### src/rtl/bcd_score_counter.sv
// bcd_score_counter: NUM_DIGITS-digit BCD score with add/dec/load, saturating or wrapping,
// plus a registered high-score tracker and one-cycle status pulses.
module bcd_score_counter #(
   parameter int NUM_DIGITS = 4,
   parameter bit SATURATE   = 1'b1
) (
   input  logic                    clk_i,
   input  logic                    rst_ni,
   input  logic                    reconfig_i,
   input  logic                    enable_i,
   input  logic                    inc_i,
   input  logic [3:0]              add_val_i,
   input  logic                    dec_i,
   input  logic                    load_i,
   input  logic [4*NUM_DIGITS-1:0] load_val_i,
   output logic [4*NUM_DIGITS-1:0] digits_o,
   output logic [4*NUM_DIGITS-1:0] best_o,
   output logic                    overflow_o,
   output logic                    underflow_o,
   output logic                    at_zero_o,
   output logic                    err_o
);
   localparam int W = 4 * NUM_DIGITS;
   logic [W-1:0] digits_q, digits_d, best_q, best_d, sum, diff;
   logic         ovf_q, ovf_d, unf_q, unf_d, err_q, err_d;
   logic         carry, borrow, load_ok;
   logic [4:0]   s;
   always_comb begin
      carry   = 1'b0;
      borrow  = 1'b1;
      load_ok = 1'b1;
      sum     = '0;
      diff    = '0;
      s       = '0;
      // decimal carry/borrow ripple; final borrow set means the score is zero
      for (int i = 0; i < NUM_DIGITS; i++) begin
         s = {1'b0, digits_q[4*i+:4]} + {4'd0, carry} + ((i == 0) ? {1'b0, add_val_i} : 5'd0);
         carry = s > 5'd9;
         sum[4*i+:4] = carry ? 4'(s - 5'd10) : s[3:0];
         diff[4*i+:4] = (borrow && digits_q[4*i+:4] == 4'd0) ? 4'd9 : digits_q[4*i+:4] - {3'd0, borrow};
         borrow = borrow && digits_q[4*i+:4] == 4'd0;
         if (load_val_i[4*i+:4] > 4'd9) load_ok = 1'b0;
      end
      digits_d = digits_q;
      ovf_d    = 1'b0;
      unf_d    = 1'b0;
      err_d    = 1'b0;
      if (reconfig_i) digits_d = '0;
      else if (enable_i && load_i) begin
         digits_d = load_ok ? load_val_i : digits_q;
         err_d    = !load_ok;
      end else if (enable_i && inc_i && !dec_i) begin
         err_d    = add_val_i > 4'd9;
         ovf_d    = !err_d && carry;
         digits_d = err_d ? digits_q : (carry && SATURATE) ? {NUM_DIGITS{4'd9}} : sum;
      end else if (enable_i && dec_i && !inc_i) begin
         unf_d    = borrow;
         digits_d = (borrow && SATURATE) ? '0 : diff;
      end
      // packed BCD orders the same as its decimal value
      best_d = (digits_d > best_q) ? digits_d : best_q;
   end
   always_ff @(posedge clk_i or negedge rst_ni) begin
      if (!rst_ni) begin
         digits_q <= '0;
         best_q   <= '0;
         ovf_q    <= 1'b0;
         unf_q    <= 1'b0;
         err_q    <= 1'b0;
      end else begin
         digits_q <= digits_d;
         best_q   <= best_d;
         ovf_q    <= ovf_d;
         unf_q    <= unf_d;
         err_q    <= err_d;
      end
   end
   assign digits_o    = digits_q;
   assign best_o      = best_q;
   assign overflow_o  = ovf_q;
   assign underflow_o = unf_q;
   assign err_o       = err_q;
   assign at_zero_o   = digits_q == '0;
endmodule
### config.mk
export PLATFORM = sky130hd
export DESIGN_NAME = bcd_score_counter
export DESIGN_NICKNAME = d
export VERILOG_FILES = /design/src/rtl/bcd_score_counter.sv
export SDC_FILE = /design/constraint.sdc
export NUM_CORES = 1
export LEC_CHECK = 0
export BUFFER_PORTS_ARGS = -buffer_cell sky130_fd_sc_hd__buf_4
export CELL_PAD_IN_SITES_DETAIL_PLACEMENT = 0
export CELL_PAD_IN_SITES_GLOBAL_PLACEMENT = 1
export CORE_ASPECT_RATIO = 0.9
export CORE_MARGIN = 2
export CORE_UTILIZATION = 39
export CTS_CLUSTER_SIZE = 10
export DETAILED_ROUTE_END_ITERATION = 8
export GPL_TIMING_DRIVEN = 1
export PLACE_DENSITY_LB_ADDON = 0.1
export SLEW_MARGIN = 10
export SYNTH_ARGS = -nofsm -noshare
export SYNTH_HDL_FRONTEND = slang
export SYNTH_SLANG_ARGS = --single-unit
### constraint.sdc
create_clock -name clk_i -period 7.2 [get_ports clk_i]
set_input_delay 0.72 -clock clk_i [delete_from_list [all_inputs] [get_ports clk_i]]
set_output_delay 0.72 -clock clk_i [all_outputs]
set_load 0.02 [all_outputs]
==> impl_metrics.yaml <==
critical_path:
  crit_start: "add_val_i[0]"
  start_kind: "input pin"
  cp_num_buf_inv: 6
  end_kind: "flip-flop"
  path_delay_family: "adder cells"
  arrival_ns: 7.30
  slowest_stage: "fa_2"
  cp_max_fo: 8
  cp.required_ns: 7.38
  reg2reg_from: "digits_o[0]$_DFF_PN0_"
  cpMostUsedCell: "ha_4"
  cpPeakStageDelay_ns: 0.37
  path_class: "in2reg"
timing:
  max_freq_mhz: 140.5
  fin_ws_ns: 0.08155
  drv_slew: 0
  fin_crit_sh_pct: 98.87
  grt_setup_unrepaired: "true"
  finalCriticalPeriod_ns: 7.118
  skew_ns: 0.008920
  tightestPinTransition_ns: 0.9046
  setup_viol_count_final: 0
  relSlewSlack_pct: 39.69
  final_hold_viol_count: 0
global_routing:
  grt_pass1_wl_um: 21000
  grt_pass1_vias: 3844
  antenna_found_initial: 0
  gr-total-overflow: 0
  track_usage_pct: 25.03
  grt_start_max_net_pins: 36
finish:
  n_antenna_cell: 0
  drive_gt1_share_pct: 38.33
  final_cells: 700
  final_common_cell: "buf_4"
  synthToLayoutAreaGrowth_pct: 35.04
  most-common-layout-cells: "122 x buf_4, 38 x inv_1, 34 x dfrtp_1"
  final_nets: 638
  n_fill_cell: 896
floorplan:
  die_h_um: 99.20
  coreArea_um2: 9742
  dieWidth_um: 109.8
  ios: 63
  start_util_pct: 40.32
  row_count: 34
  die-area_um2: 10890
power_and_ir_drop:
  p_leak_uw: 0.002454
  powerDensity_nw_per_um2: 207.8
  ir_worst_vdd_v: 0.0001566
  p_sw_share_pct: 43.17
  p_clk_share_pct: 13.8
  pwr-share-seq_pct: 25.6
  p_sw_uw: 475.9
  power_uw: 1102
  comb_power_share_pct: 60.6
  internal-power_uw: 626.5
route:
  via_per_inst: 5.860
  avgRoutedWirePerCell_um: 19.71
  wl_um: 13800
  drt_drc_violations_left: 0
  ant_nets: 0
  dr.pass1.iters: 5
  first_iter_violations: 358
  vias: 4102
outcome:
  status: "finished clean"
placed_design:
  placed_cells: 685
  gp_congestion: 0.9056
  io_buffers: 62
  post-place-ws_ns: -0.5167
  hpwl_um: 10210
clocking:
  clockRootBuffer: "clkbuf_8"
  cts_sinks: 35
  cts_tree: "built"
  htreeDepth: 2
  clockBufferDepth: 2
  cts_buffers: 5
  clkTransAtPathRegs_ns: 0.08
  clk_latency_ns: 0.30
logic_synthesis:
  avgSynthCellArea_um2: 8.410
  async_flop_share_pct: 100.0
  synth_edf_count: 0
  yosysSeqAreaShare_pct: 22.30
  ys.flop_type: "dfrtp_1"
  syn_nets: 532
  syn_inst: 467
  synth_seq_cells: 35
  ys_warn_count: 0
  synth.distinct_cells: 83
  synth_area_um2: 3928
worst_hold_path:
  hold_class: "in2async"
run:
  drv_cap: 0
## state kept, by name (all words and copies together) (netlist names)
name         flops
best_o          16
digits_o        16
err_o            1
overflow_o       1
underflow_o      1
## metrics by stage
step | instance area, µm² | setup TNS, ns | hold slack [ns] | utilization, %
2_1_floorplan | 4115 | 0 | 0.4244 | -
3_3_place_gp | 4995 | -6.068 | 0.5146 | 51.27
3_5_place_dp | 4995 | -7.800 | 0.5104 | 51.27
4_1_cts | 5125 | 0 | 0.3890 | 52.61
5_1_grt | 5304 | -3.280 | 0.4138 | 54.44
6_report | 5304 | 0 | 0.3730 | 54.44
## synth_stat cells, drive strengths merged (8+ instances only)
cell type   n  area [µm²]
o22ai       8       50.05
mux2       17       195.2
a31oi      10       62.56
nand2      33       131.4
o21ai      26       133.9
inv        40       150.1
nor2       21       81.33
dfrtp      35       875.8
a21oi      32       167.7
nor3       13       70.07
ha         37       462.9
nand3      12       60.06
nor2b      10       62.56
mux2i      13       130.1
buf        25       155.1
## what timing repair did
item,CTS,global route
pin swaps,1,14
setup endpoints to repair,16,16
resized for setup,5,32
buffers inserted,2,4
hold buffers,0,0
cloned,0,1
## layer usage
metal	share of wire, %	track usage [%]	vias up	wire length [µm]
li1	-	-	1960	-
met1	49	38.68	1999	6792
met2	45	37.80	132	6187
met3	5.0	2.490	11	688
met4	0.92	4.479	0	127
met5	0	0	-	0
## logic make-up (layout without fill, tap and decap cells)
logic type,count (synthesis),after routing,synth area share [%]
compound gates,155,155,28.00
simple gates,131,131,19.08
buf+inv,70,177,8.251
fa+ha+maj,38,38,12.30
flops,35,35,22.30
mux,30,30,8.283
xor+xnor,8,8,1.784
## layout make-up
| type | instances | area, µm² | share of cell area [%] |
|---|---|---|---|
| flip-flops and latches | 35 | 877.1 | 16.54 |
| clock inverters | 3 | 20.02 | 0.3774 |
| well taps | 126 | 157.7 | 2.972 |
| clock buffers | 5 | 68.82 | 1.297 |
| inverters | 40 | 150.1 | 2.831 |
| repair buffers | 129 | 988.4 | 18.64 |
| multi-input cells | 362 | 3042 | 57.35 |
## power by group through the flow
stage	clock network, µW	registers [µW]	logic, µW
2_1_floorplan	0	311	371
3_3_place_gp	0	283	602
3_5_place_dp	0	284	606
4_1_cts	154	280	612
5_1_grt	164	288	723
6_report	152	282	668
## worst paths after layout
kind                                     endpoint  cells after the start  slack [ns]
max                        best_o[14]$_DFFE_PN0N_                     38        0.08
min                        best_o[11]$_DFFE_PN0N_                      1        0.37
max reg2reg                best_o[14]$_DFFE_PN0N_                     37        0.11
min reg2reg                best_o[13]$_DFFE_PN0N_                      1        0.54
max in group asynchronous   digits_o[1]$_DFF_PN0_                      1        6.45
min in group clk_i         best_o[13]$_DFFE_PN0N_                      1        0.54
No activity file was read; power rests on OpenSTA's default activity.
